## config.mk

```make
export PLATFORM = sky130hd
export DESIGN_NAME = digit_scan_ctrl_flat
export DESIGN_NICKNAME = d
export VERILOG_FILES = /design/src/rtl/scan_pkg.sv /design/src/rtl/digit_scan_ctrl_if.sv /design/src/rtl/scan_tick_gen.sv /design/src/rtl/digit_scan_ctrl.sv /design/src/flat_wrapper.sv
export SDC_FILE = /design/constraint.sdc
export NUM_CORES = 1
export LEC_CHECK = 0
export BUFFER_PORTS_ARGS = -buffer_cell sky130_fd_sc_hd__buf_2
export CAP_MARGIN = 10
export CORE_UTILIZATION = 50
export CTS_BUF_LIST = sky130_fd_sc_hd__clkbuf_8 sky130_fd_sc_hd__clkbuf_16
export CTS_CLUSTER_SIZE = 20
export DETAILED_ROUTE_END_ITERATION = 12
export PLACE_DENSITY_LB_ADDON = 0.12
export SLEW_MARGIN = 0
export SYNTH_ARGS = -nofsm -noshare
export SYNTH_HDL_FRONTEND = slang
export SYNTH_SLANG_ARGS = --single-unit
```

## constraint.sdc

```tcl
create_clock -name clk -period 3.25 [get_ports clk]
set_clock_uncertainty 0.15 [all_clocks]
set_input_delay 0 -clock clk [delete_from_list [all_inputs] [get_ports clk]]
set_output_delay 0 -clock clk [all_outputs]
set_load 0.01 [all_outputs]
```

## src/rtl/scan_pkg.sv

```systemverilog
// Shared constants, types and helpers for the seven-segment digit scan controller.
package scan_pkg;

  localparam int NUM_DIGITS = 8;
  localparam int DIGIT_W    = 3;
  localparam int DATA_W     = 8;

  typedef enum logic {IDLE, SCAN} scan_state_t;

  typedef logic [DATA_W-1:0] byte_t;

  // Active-low one-hot anode pattern for a digit index.
  function automatic logic [NUM_DIGITS-1:0] anode_onehot_n(input logic [DIGIT_W-1:0] sel);
    return ~(NUM_DIGITS'(1) << sel);
  endfunction

endpackage

```

## src/rtl/digit_scan_ctrl_if.sv

```systemverilog
// Write port of the digit register bank; the master side writes, the controller is the slave.
interface digit_scan_ctrl_if;
  import scan_pkg::*;

  logic                 wr_en;
  logic [DIGIT_W-1:0]   wr_addr;
  byte_t                wr_data;

  modport master (output wr_en, output wr_addr, output wr_data);
  modport slave  (input  wr_en, input  wr_addr, input  wr_data);

endinterface

```

## src/rtl/scan_tick_gen.sv

```systemverilog
// Digit-slot prescaler: counts 0..PRESCALE-1 while running and flags the last cycle of each slot.
module scan_tick_gen #(
  parameter  int PRESCALE = 100000,
  localparam int CNT_W    = (PRESCALE > 1) ? $clog2(PRESCALE) : 1
) (
  input  logic             clk,
  input  logic             rst_n,
  input  logic             clr,
  input  logic             run,
  output logic             tick,
  output logic [CNT_W-1:0] cnt
);

  localparam logic [CNT_W-1:0] LAST = CNT_W'(PRESCALE - 1);

  assign tick = run && (cnt == LAST);

  always_ff @(posedge clk or negedge rst_n) begin
    if (!rst_n) begin
      cnt <= '0;
    end else if (clr || tick) begin
      cnt <= '0;
    end else if (run) begin
      cnt <= cnt + 1'b1;
    end
  end

endmodule

```

## src/rtl/digit_scan_ctrl.sv

```systemverilog
// Byte bank plus scan FSM driving the 8:1 segment mux select and the matching dead-timed anode enables.
module digit_scan_ctrl
  import scan_pkg::*;
#(
  parameter int PRESCALE = 100000,
  parameter int DEAD     = 4
) (
  input  logic                  clk,
  input  logic                  rst_n,
  digit_scan_ctrl_if.slave      wr,
  input  logic                  enable,
  input  logic [NUM_DIGITS-1:0] blank_mask,
  output byte_t                 out0,
  output byte_t                 out1,
  output byte_t                 out2,
  output byte_t                 out3,
  output byte_t                 out4,
  output byte_t                 out5,
  output byte_t                 out6,
  output byte_t                 out7,
  output logic [DIGIT_W-1:0]    sel3,
  output logic [NUM_DIGITS-1:0] anode_n,
  output logic                  frame_done
);

  localparam int CNT_W = (PRESCALE > 1) ? $clog2(PRESCALE) : 1;

  scan_state_t           state, state_next;
  logic [DIGIT_W-1:0]    sel_next;
  logic [CNT_W-1:0]      cnt, cnt_next;
  logic                  clr, run, tick;
  logic [NUM_DIGITS-1:0] anode_next;
  byte_t                 bank [NUM_DIGITS];

  scan_tick_gen #(.PRESCALE(PRESCALE)) u_tick (
    .clk   (clk),
    .rst_n (rst_n),
    .clr   (clr),
    .run   (run),
    .tick  (tick),
    .cnt   (cnt)
  );

  // Leaving or entering SCAN always restarts the slot; sel3 is held across idle periods.
  always_comb begin
    state_next = state;
    sel_next   = sel3;
    clr        = 1'b1;
    run        = 1'b0;
    case (state)
      IDLE: begin
        if (enable) state_next = SCAN;
      end
      SCAN: begin
        if (!enable) begin
          state_next = IDLE;
        end else begin
          clr = 1'b0;
          run = 1'b1;
          if (tick) sel_next = sel3 + 1'b1;
        end
      end
      default: state_next = IDLE;
    endcase
    cnt_next = (clr || tick) ? '0 : cnt + 1'b1;
  end

  // Anodes are computed from next-state values so they switch on the same edge as sel3.
  always_comb begin
    anode_next = '1;
    if (state_next == SCAN && int'(cnt_next) >= DEAD && !blank_mask[sel_next])
      anode_next = anode_onehot_n(sel_next);
  end

  always_ff @(posedge clk or negedge rst_n) begin
    if (!rst_n) begin
      state      <= IDLE;
      sel3       <= '0;
      anode_n    <= '1;
      frame_done <= 1'b0;
    end else begin
      state      <= state_next;
      sel3       <= sel_next;
      anode_n    <= anode_next;
      frame_done <= tick && (sel3 == DIGIT_W'(NUM_DIGITS - 1));
    end
  end

  always_ff @(posedge clk or negedge rst_n) begin
    if (!rst_n) begin
      for (int i = 0; i < NUM_DIGITS; i++) bank[i] <= '0;
    end else if (wr.wr_en) begin
      bank[wr.wr_addr] <= wr.wr_data;
    end
  end

  assign out0 = bank[0];
  assign out1 = bank[1];
  assign out2 = bank[2];
  assign out3 = bank[3];
  assign out4 = bank[4];
  assign out5 = bank[5];
  assign out6 = bank[6];
  assign out7 = bank[7];

endmodule

```

## src/flat_wrapper.sv

```systemverilog
// flat-port wrapper written by rule: the top's interface ports become plain ports
module digit_scan_ctrl_flat import scan_pkg::*;
#(
  parameter int PRESCALE = 100000,
  parameter int DEAD     = 4
)
  (clk, rst_n, enable, blank_mask, out0, out1, out2, out3, out4, out5, out6, out7, sel3, anode_n, frame_done, wr_wr_en, wr_wr_addr, wr_wr_data);
  digit_scan_ctrl_if wr_i ();
  input  logic clk;
  input  logic rst_n;
  input  logic enable;
  input  logic [NUM_DIGITS-1:0] blank_mask;
  output byte_t out0;
  output byte_t out1;
  output byte_t out2;
  output byte_t out3;
  output byte_t out4;
  output byte_t out5;
  output byte_t out6;
  output byte_t out7;
  output logic [DIGIT_W-1:0] sel3;
  output logic [NUM_DIGITS-1:0] anode_n;
  output logic frame_done;
  input wire logic [$bits(wr_i.wr_en)-1:0] wr_wr_en;
  input wire logic [$bits(wr_i.wr_addr)-1:0] wr_wr_addr;
  input wire logic [$bits(wr_i.wr_data)-1:0] wr_wr_data;
  assign wr_i.wr_en = wr_wr_en;
  assign wr_i.wr_addr = wr_wr_addr;
  assign wr_i.wr_data = wr_wr_data;
  digit_scan_ctrl #(.PRESCALE(PRESCALE), .DEAD(DEAD)) u_core (.clk(clk), .rst_n(rst_n), .wr(wr_i), .enable(enable), .blank_mask(blank_mask), .out0(out0), .out1(out1), .out2(out2), .out3(out3), .out4(out4), .out5(out5), .out6(out6), .out7(out7), .sel3(sel3), .anode_n(anode_n), .frame_done(frame_done));
endmodule
```

**Word level (Yosys, flattened, before mapping)**

Cells that the tools add are included.

- Output and inout bits: 76
- Input port bits: 23
- Logic and storage cells: 48
- Bits in registers: 94

- Shifts and indexed selects: 1
- Equal/unequal tests: 2
- Bitwise gates (word level): 2
- Reduce and logical (&&, ||, !) cells: 8
- Order comparisons: 4
- Muxes and demuxes: 16
- Add/subtract/negate cells: 2

Operators with widths:

| cell | count |
|---|---|
| $bwmux W64 | 1 |
| $mux W17 | 3 |
| $demux W8 S3 | 1 |
| $add A17 B1 Y17 const B | 1 |
| $eq A17 B17 Y1 const B | 1 |
| $ge A17 B3 Y1 const B | 1 |
| $mux W8 | 2 |
| $mux W3 | 3 |
| $not A8 Y8 | 1 |
| $shl A1 B3 Y8 const A | 1 |
| $logic_and A1 B1 Y1 | 5 |
| $mux W1 | 5 |
| $ge A4 B4 Y1 const B | 1 |
| $lt A3 B4 Y1 const B | 1 |
| $lt A4 B1 Y1 const B | 1 |
| $not A3 Y4 | 1 |
| $add A3 B1 Y3 const B | 1 |
| $bmux W1 S3 | 1 |
| $eq A3 B3 Y1 const B | 1 |
| $reduce_bool A2 Y1 | 1 |
| $logic_not A1 Y1 | 1 |
| $logic_or A1 B1 Y1 | 1 |

**Logic depth before layout (Yosys ltp)**

Gate-level depths: netlist (run 1).

- Depth in word-level cells: 11
- Mapped depth: 8

**Cells and area by module**

From an unflattened synthesis (run 1), not the netlist that was laid out.

- Cells, all modules: 342
- Area, all modules: 4309.1 um^2

Modules (own cells, without submodules):

| module | cells each | times used | area an instance (um^2) | sequential area each (um^2) |
|---|---|---|---|---|
| digit_scan_ctrl | 252 | 1 | 3420.8 | 1936.9 |
| scan_tick_gen | 90 | 1 | 888.4 | 425.4 |

**Worst setup path after synthesis (run 1)**

Ideal clock, no wire load.

- Path type: reg-to-reg
- From: reg u_core.u_tick.cnt[0]
- To: reg u_core.anode_n[6]
- Cell stages (with the launch flop): 9
- Arrival: 2.135 ns
- Buffers on the path: 1
- Setup slack: 0.899 ns
- Clock period less this slack: 2.351 ns
- Cells stage by stage: dfrtp_1 > ha_1 > nand4_1 > mux2_2 > o22ai_1 > a21oi_1 > or4_4 > buf_6 > nand3_1

- Cells in the longest elaborated chain, start to end: 10
- Elaborated cells between the ends (all ways): 17
- Classes of those cells: 1 x add/sub; 1 x order compare; 1 x eq/ne; 1 x shift; 7 x mux; 1 x bitwise; 5 x reduce/logical

RTL lines:

| element | RTL line | RTL |
|---|---|---|
| start: declaration | scan_tick_gen.sv:11 | `output logic [CNT_W-1:0] cnt` |
| start signal: assignment | scan_tick_gen.sv:24 | `cnt <= cnt + 1'b1;` |
| parallel branches: the longest is 9 deep, another holds $add A17 B1 Y17 | - |  |
| $mux W8 * | digit_scan_ctrl.sv:71 | `if (state_next == SCAN && int'(cnt_next) >= DEAD && !blank_mask[sel_next])` |
| via u_core.anode_next[6] | digit_scan_ctrl.sv:32 | `logic [NUM_DIGITS-1:0] anode_next;` |
| end signal: assignment | digit_scan_ctrl.sv:84 | `anode_n <= anode_next;` |
| end: declaration | digit_scan_ctrl.sv:22 | `output logic [NUM_DIGITS-1:0] anode_n,` |

Mark *: on every way through the listed nets, which the timed path passes. The select of a mux whose other input is x is not followed.
A chain may end at the register's enable or synchronous reset.

**Worst setup path in the final report (run 1)**

- From: reg u_core.u_tick.cnt[0]
- To: reg u_core.anode_n[4]

Same word-level chain as after synthesis.

==> results of run 1 <==
## worst max-delay path by stage
stage | start | endpoint | slack (ns) | cells past startpoint
6_report | u_core.u_tick.cnt[0] | u_core.anode_n[4] | 0.20 | 10
5_1_grt | u_core.u_tick.cnt[0] | u_core.anode_n[4] | 0.02 | 7
3_5_place_dp | u_core.u_tick.cnt[0] | u_core.anode_n[2] | 0.75 | 7
2_1_floorplan | u_core.u_tick.cnt[0] | u_core.anode_n[6] | 0.90 | 8
4_1_cts | u_core.u_tick.cnt[0] | u_core.anode_n[4] | 0.21 | 8
3_3_place_gp | u_core.u_tick.cnt[0] | u_core.anode_n[6] | 0.82 | 7
## power by group through the flow
stage | sequential [W] | combinational [W] | clock [W]
detailed placement | 0.00145 | 0.000532 | 0
floorplan | 0.00154 | 0.000178 | 0
global placement | 0.00144 | 0.000522 | 0
global route | 0.00145 | 0.000587 | 0.000915
finish | 0.00143 | 0.000544 | 0.000847
CTS | 0.00143 | 0.000548 | 0.000867
## worst register-to-register path, delay by kind of cell (launching register included)
| kind | cells | cell delay, ns |
|---|---|---|
| adder cells (fa/ha/maj) | 1 | 0.28 |
| buffers and inverters | 3 | 0.89 |
| flip-flops | 1 | 0.41 |
| AND/OR/NAND/NOR | 5 | 1.09 |
| XOR/XNOR | 1 | 0.17 |
## cells by family after synthesis
group                      Yosys count  share of synthesized area (%)
xor gates and xnor gates            16                           3.43
and+or+nand+nor                    101                           14.7
DFF                                 94                           57.8
AOI/OAI and AO/OA                   11                           1.71
buffers and inverters               17                           1.90
muxes                               71                           19.5
adders and majority gates            3                          0.918
## repair_timing
action / CTS / global route
endpoints found under the setup margin: 0 / 1
setup buffers: 0 / 3
hold buffers: 19 / 0
endpoints found under the hold margin: 160 / 0
## metrics by stage
stage / area [µm²] / hold WS, ns / instances / setup slack (ns)
after detailed placement: 4680 / -0.0219 / 505 / 0.752
after CTS: 5090 / 0.0269 / 540 / 0.212
after global placement: 4680 / -0.0260 / 505 / 0.821
after global routing: 5140 / 0.00253 / 544 / 0.0193
after floorplan: 4090 / -0.446 / 313 / 0.899
final: 5140 / -0.0265 / 544 / 0.204
## cells in the mapped netlist, types with 2 or more instances
library cell | count | area share (%)
xnor2_1 | 8 | 1.7
ha_1 | 3 | 0.92
and3_1 | 2 | 0.31
nor4_4 | 3 | 1.6
or3_1 | 3 | 0.46
and2_1 | 2 | 0.31
buf_2 | 4 | 0.49
o21ai_0 | 2 | 0.24
nor3b_2 | 2 | 0.61
dfrtp_1 | 86 | 53
nor3_1 | 10 | 1.2
a21oi_1 | 3 | 0.37
nand3_1 | 19 | 2.3
inv_1 | 4 | 0.37
nand2b_1 | 3 | 0.46
nor4b_1 | 2 | 0.43
nand4_1 | 6 | 0.92
mux2_2 | 70 | 19
nand2_1 | 14 | 1.3
nor2b_1 | 2 | 0.31
dfstp_2 | 8 | 5.1
o22ai_1 | 2 | 0.31
xor2_1 | 8 | 1.7
nand4b_1 | 3 | 0.64
clkbuf_1 | 7 | 0.64
nor2_1 | 23 | 2.1
## routing by layer
| layer | vias up | global-route usage (%) | wire (µm) |
|---|---|---|---|
| li1 | 1360 | - | - |
| met1 | 1424 | 27.4 | 3840 |
| met2 | 77 | 34.5 | 4170 |
| met3 | 10 | 4.60 | 403 |
| met4 | 0 | 7.29 | 97 |
| met5 | - | 0 | 0 |
## final cells by class
| class | instances | area (µm²) | share of cell area [%] |
|---|---|---|---|
| flip-flops and latches | 94 | 2360 | 45.9 |
| multi-input cells | 202 | 1650 | 32.1 |
| repair buffers | 126 | 771 | 15.0 |
| well taps | 102 | 128 | 2.48 |
| clock buffers | 9 | 124 | 2.41 |
| clock inverters | 7 | 96.3 | 1.87 |
| inverters | 4 | 15.0 | 0.292 |
==> results.cfg, run 1 <==
[run_status]
status = finished with violations
violations = negative hold slack

[place]
place_hpwl_um = 5760
gp_congestion = 0.815
io_buffer_count = 98

[synth]
yosysWarnings = 0
synth_cell_types = 40
syn_inst = 313
synth.avg_cell_area_um2 = 13.1
synth_edf_count = 0
ys_seq_area_share_pct = 57.8
syn_area_um2 = 4090
syn-num-nets = 339
synth_ff_type = dfrtp_1
ys_seq_elements = 94
synthArstFlopShare_pct = 100

[worst_setup_path]
worstPathCellList = ha_1 > nand4_1 > buf_4 > buf_4 > nor3_1 > xnor2_1 > nand3_1 > or4_4 > nand3_1 > dlygate4sd3_1
cp_top_family = simple AND/OR/NAND/NOR gates
r2r_end = u_core.anode_n[4]
cp.arrival_ns = 3.19
crit_required_ns = 3.40
cp-end-kind = register
crit_slowest_cell = or4_4
critPathMaxStageDelay_ns = 0.60
rrSetupSlack_ns = 0.20
path_buf_inv = 3
rr_startpoint = u_core.u_tick.cnt[0]
crit_fanout = 8
reg2regPathDepth = 10
cp-start-kind = register
critical_path_class = register to register

[routing]
routed_wl_um = 8510
postRouteAntennaNets = 0
drc = 0
drtPass1Iterations = 4
wire_per_inst_um = 15.6
drt-initial-drc-count = 106
drt-vias-per-instance = 5.28
num_vias = 2871

[cells_and_area]
largest_reg_flops = 17
fillers = 620
finish.utilization_pct = 65.9
diodes = 0
layout_commonest_cell = buf_2
final_cell_mix = buf_2 (97), dfrtp_1 (86), mux2_2 (70)
regMostFlops = u_core.u_tick.cnt
nets = 463
drive_gt1_share_pct = 47.3
syn2layout_area_growth_pct = 25.8

[sta]
fmax_ghz = 0.328
finalSetupTns_ns = 0
period_share_pct = 93.7
final_max_slew_viol_count = 0
setup-violations-final = 0
slew_headroom_pct = 51.2
rsz0062_at_grt = false
worst-slew-pin-transition_ns = 0.729
hold_slack_ns = -0.0265
hold_viol_final = 33
min_period_ns = 3.05

[power]
switching_share_pct = 26.8
p_per_area_nw_per_um2 = 548
irDropWorstVdd_uv = 275
intPower_w = 0.00206
p_comb_share_pct = 19.3
pwr-share-seq_pct = 50.6
leakage_nw = 2.37
clkPwrFrac_pct = 30.0
power.total_w = 0.00282
p_switching_w = 0.000756

[global_routing]
grt_start_max_net_pins = 91
grtUsageTotal_pct = 21.0
grt_pass1_wl_um = 13600
grt_pass1_vias = 2761
grt_overflow = 0
antenna_found_initial = 0

[cts]
cts_sinks = 94
clkLatencyLatePin_ns = 0.35
htree_levels = 3
cts.repair.resized = 0
clockBufferDepth = 2
cts_tree = yes
cts_buffers = 9
clkTransAtPathRegs_ns = 0.09
cts_root_buf = clkbuf_8

[worst_hold_path]
hp-class = primary input to asynchronous set/reset pin

[floorplanning]
initial_utilization_pct = 52.4
num_io_pins = 99
core_um2 = 7810
dieHeight_um = 92.4
dieArea_um2 = 8540
die_x_um = 92.4
std_cell_rows = 32

[job]
cap_violations = 0
No activity file was read; power rests on OpenSTA's default activity.
==> run 2, diff against run 1 <==
- CORE_UTILIZATION: 50 -> 48
- clock period: 3.25 -> 2.8 ns (I/O delays scaled with it)
==> run 2 against run 1 <==
Net effect:
- the run now ends clean
- worst setup slack improved by 0.032 ns
- critical path depth decreased by 3
- routed wire length decreased by 0.63%
- global-route usage decreased by 0.93 points
- register-to-register slack improved by 0.03 ns
- sequential share of layout area increased by 0.54 points
- first-iteration DRC count decreased by 28%
- design area decreased by 1.2%
- power increased by 15%
- worst hold slack improved by 0.060 ns
- via count decreased by 0.59%
- largest power group unchanged
==> results.cfg, run 2 (same netlist as run 1, synthesis figures left out) <==
[run_status]
status = complete, no violations

[cells_and_area]
drive_gt1_share_pct = 47.0
final_cell_mix = buf_2 (97), dfrtp_1 (86), mux2_2 (70)
largest_reg_flops = 17
diodes = 0
fin_area_um2 = 5080
layout_commonest_cell = buf_2
regMostFlops = u_core.u_tick.cnt
syn2layout_area_growth_pct = 24.4
nets = 457
finish.utilization_pct = 61.9

[sta]
fmax_ghz = 0.390
worst-slew-pin-transition_ns = 0.772
final_max_slew_viol_count = 0
hold_viol_final = 0
slew_headroom_pct = 48.5
min_period_ns = 2.56
period_share_pct = 91.6
setup-violations-final = 0
layout_setup_ws_ns = 0.236
rsz0062_at_grt = false
finalSetupTns_ns = 0

[routing]
dr_wl_met3_um = 424
routed_wl_um = 8460
drc = 0
wire_per_inst_um = 15.6
drt-vias-per-instance = 5.28
met2WireLength_um = 4100
highest_layer = met4
drtPass1Iterations = 4
drt-initial-drc-count = 76
wl_met1_um = 3830
postRouteAntennaNets = 0
num_vias = 2854

[worst_setup_path]
worstPathCellList = ha_1 > nand4_1 > xor2_1 > nand3_1 > a22o_1 > or4_4 > nand3_1
cp_top_family = simple AND/OR/NAND/NOR gates
crit_fanout = 8
reg2regPathDepth = 7
crit_slowest_cell = or4_4
path_buf_inv = 0
crit_required_ns = 2.94
cp-start-kind = register
path_depth = 7
critPathMaxStageDelay_ns = 0.57
critical_path_class = register to register
cp-end-kind = register
cp.arrival_ns = 2.70
crit_top_cell = nand3_1

[cts]
clkTransAtPathRegs_ns = 0.09
clkLatencyLatePin_ns = 0.35
cts.repair.resized = 0
cts_root_buf = clkbuf_8
clockBufferDepth = 2
post_cts_buffers = 0
cts_tree = yes
htree_levels = 3
cts_sinks = 94
cts_buffers = 9

[place]
post-place-ws_ns = 0.300
place_hpwl_um = 5920
post_dp_cell_area_um2 = 4700
io_buffer_count = 98
gp_congestion = 0.823

[floorplanning]
dieArea_um2 = 8890
core_um2 = 8220
dieHeight_um = 94.3
std_cell_rows = 33
initial_utilization_pct = 49.8
num_io_pins = 99
die_x_um = 94.3

[job]
cap_violations = 0

[global_routing]
antenna_found_initial = 0
grt_pass1_vias = 2712
grt_overflow = 0
grt_start_max_net_pins = 61
grtUsageTotal_pct = 20.0
grt_pass1_wl_um = 13400

[power]
p_per_area_nw_per_um2 = 637
leakage_nw = 2.35
irDropWorstVdd_uv = 231

[worst_hold_path]
hold_depth = 5
hp-class = primary input to register
-- run 2: changes by cell type in the layout (fill, tap and decap cells not counted), sizes merged --
cell	before	now
inv	5	8
dlygate4sd3	19	17
clkinvlp	3	0
clkbuf	9	10
bufinv	2	1
buf	107	103
-- run 2: worst min-delay path, delay by kind of cell --
| family | cells | cell delay, ns |
|---|---|---|
| and+or+nand+nor | 3 | 0.26 |
| AOI/OAI and AO/OA | 1 | 0.16 |
| buffers and inverters | 1 | 0.08 |
-- run 2: what timing repair did --
| item | in CTS | in global routing |
|---|---|---|
| endpoints found under the hold margin | 125 | 0 |
| hold buffers | 17 | 0 |
| endpoints found under the setup margin | 0 | 0 |
-- run 2: cell type report --
type                    instances  area (µm²)
flip-flops and latches         94        2360
multi-input cells             202        1650
repair buffers                120         713
clock inverters                 6        76.3
well taps                     105         131
inverters                       4        15.0
fillers                       670        3130
clock buffers                  10         138
-- run 2: layer usage --
layer  global-route usage, %  up-vias
li1                        -     1350
met1                    26.2     1413
met2                    33.1       80
met3                    3.56       11
met4                    7.69        0
met5                       0        -
-- run 2: final timing paths --
| check | slack (ns) | to | startpoint |
|---|---|---|---|
| max | 0.24 | u_core.anode_n[2] | u_core.u_tick.cnt[0] |
| min | 0.03 | u_core.anode_n[0] | blank_mask[6] |
| max reg2reg | 0.24 | u_core.anode_n[2] | u_core.u_tick.cnt[0] |
| min reg2reg | 0.36 | u_core.out4[1] | u_core.out4[1] |
| max in group asynchronous | 1.76 | u_core.out1[5] | rst_n |
| min in group asynchronous | 0.09 | u_core.out6[3] | rst_n |
-- run 2: report_power, final --
part	internal, W	switching [W]	total [W]
Combinational	0.000326	0.000304	0.000630
Clock	0.000455	0.000502	0.000957
Sequential	0.00156	0.0000926	0.00165
-- run 2: through the flow --
| step | std cells | hold WS, ns | total power (W) |
|---|---|---|---|
| 2_1_floorplan | 313 | -0.446 | 0.00199 |
| 3_3_place_gp | 508 | -0.0292 | 0.00228 |
| 3_5_place_dp | 508 | -0.0233 | 0.00231 |
| 4_1_cts | 541 | 0.0240 | 0.00328 |
| 5_1_grt | 541 | 0.0505 | 0.00340 |
| 6_report | 541 | 0.0333 | 0.00324 |
==> run 3, diff against run 2 <==
- CORE_UTILIZATION: 48 -> 50
- clock period: 2.8 -> 3.2 ns (I/O delays scaled with it)
==> run 3 against run 2 <==
Net effect:
- utilization is 3.5 points higher
- final cell count down 0.37%
- count of clock-buffer cells in the layout decreased by 1
- die area down 3.9%
- critical path depth is the same
- register-to-register slack gained 0.41 ns
- combinational power down 12%
- routed wire length fell by 1.1%
==> results.cfg, run 3 (same netlist as run 1, synthesis figures left out) <==
[sta]
fmax_ghz = 0.391
hold_viol_final = 0
rsz0062_at_grt = false
slew_headroom_pct = 50.7
min_period_ns = 2.56
worst-slew-pin-transition_ns = 0.736
period_share_pct = 79.9
hold_slack_ns = 0.0117
finalSetupTns_ns = 0
setup-violations-final = 0
final_max_slew_viol_count = 0

[worst_setup_path]
rrSetupSlack_ns = 0.64
cp.arrival_ns = 2.70
cp-end-kind = register
critPathMaxStageDelay_ns = 0.60
worstPathCellList = ha_1 > nand4_1 > nor3_1 > xnor2_1 > nand3_1 > or4_4 > nand3_1
r2r_end = u_core.anode_n[2]
crit_fanout = 8
critical_path_class = register to register
crit_top_cell = nand3_1
critPathLaunch = u_core.u_tick.cnt[0]
endpoint = u_core.anode_n[2]
rr_startpoint = u_core.u_tick.cnt[0]
reg2regPathDepth = 7
crit_required_ns = 3.34
crit_slowest_cell = or4_4
cp-start-kind = register

[routing]
drt-vias-per-instance = 5.30
drt-initial-drc-count = 61
drc = 0
drtPass1Iterations = 5
wire_per_inst_um = 15.5
num_vias = 2858
routed_wl_um = 8360
postRouteAntennaNets = 0

[cells_and_area]
final_cell_mix = buf_2 (97), dfrtp_1 (86), mux2_2 (70)
fillers = 641
diodes = 0
nets = 458
layout_commonest_cell = buf_2
syn2layout_area_growth_pct = 24.8
fin_area_um2 = 5100
regMostFlops = u_core.u_tick.cnt
largest_reg_flops = 17
drive_gt1_share_pct = 47.1

[floorplanning]
num_io_pins = 99
core_um2 = 7810
dieHeight_um = 92.4
initial_utilization_pct = 52.4
die_x_um = 92.4
dieArea_um2 = 8540
std_cell_rows = 32

[place]
gp_congestion = 0.815
io_buffer_count = 98
post_dp_cell_area_um2 = 4680
place_hpwl_um = 5740

[power]
leakage_nw = 2.35
p_per_area_nw_per_um2 = 560
irDropWorstVdd_uv = 233

[cts]
clkLatencyLatePin_ns = 0.35
cts_tree = yes
cts_buffers = 9
clockBufferDepth = 2
cts_sinks = 94
clkTransAtPathRegs_ns = 0.09
cts.repair.resized = 0
htree_levels = 3
cts_root_buf = clkbuf_8

[run_status]
status = complete, no violations

[global_routing]
antenna_found_initial = 0
grtUsageTotal_pct = 20.9
grt_overflow = 0
grt_start_max_net_pins = 91
grt_pass1_vias = 2777
grt_pass1_wl_um = 13700

[job]
cap_violations = 0

[worst_hold_path]
hp-class = primary input to asynchronous set/reset pin
## run 3: changes by cell type in the layout (fill, tap and decap cells not counted)
cell	change
clkinvlp_4	+3
inv_6	-2
buf_12	-1
buf_16	+1
buf_4	+1
bufinv_16	+1
clkbuf_8	-1
clkinv_2	+1
clkinv_4	-1
inv_8	-1
## run 3: critical path: cells and delay by family, from the launching register on
kind,cells,cell delay [ns]
flops,1,0.41
fa+ha+maj,1,0.29
xor+xnor,1,0.18
simple gates,5,1.48
## run 3: cell type report
type / count / area, µm² / share of cell area [%]
multi-input combinational: 202 / 1650 / 32.3
tap: 102 / 128 / 2.50
timing repair buffer: 121 / 728 / 14.3
inverter: 4 / 15.0 / 0.294
sequential: 94 / 2360 / 46.3
clock buffer: 9 / 124 / 2.43
clock inverter: 7 / 96.3 / 1.89
## run 3: what timing repair did
item	in CTS	in global routing
endpoints found under the hold margin	160	0
hold buffers	17	0
buffers inserted	0	0
## run 3: stage by stage
stage | util (%) | power [W] | instances | setup WS [ns]
finish | 65.4 | 0.00286 | 539 | 0.643
global route | 65.4 | 0.00301 | 539 | 0.485
CTS | 65.0 | 0.00289 | 538 | 0.639
detailed placement | 60.0 | 0.00202 | 505 | 0.660
global placement | 60.0 | 0.00200 | 505 | 0.771
floorplan | - | 0.00174 | 313 | 0.849
## run 3: report_power, final
group | internal, W | total (W) | switching (W)
clock | 0.000441 | 0.000856 | 0.000415
combinational | 0.000287 | 0.000552 | 0.000265
sequential | 0.00137 | 0.00145 | 0.0000832
## run 3: how the worst min path moves through the flow
stage / startpoint / to / slack, ns
2_1_floorplan: rst_n / u_core.frame_done / -0.45
3_3_place_gp: enable / u_core.state / -0.03
3_5_place_dp: enable / u_core.state / -0.02
4_1_cts: blank_mask[6] / u_core.anode_n[4] / 0.004
5_1_grt: blank_mask[6] / u_core.anode_n[0] / 0.04
6_report: rst_n / u_core.out6[5] / 0.01
## run 3: per-layer routing
| metal | vias up | global-route usage (%) | routed length (µm) |
|---|---|---|---|
| li1 | 1355 | - | - |
| met1 | 1424 | 27.9 | 3820 |
| met2 | 66 | 34.1 | 4080 |
| met3 | 13 | 4.76 | 337 |
| met4 | 0 | 6.51 | 127 |
| met5 | - | 0 | 0 |
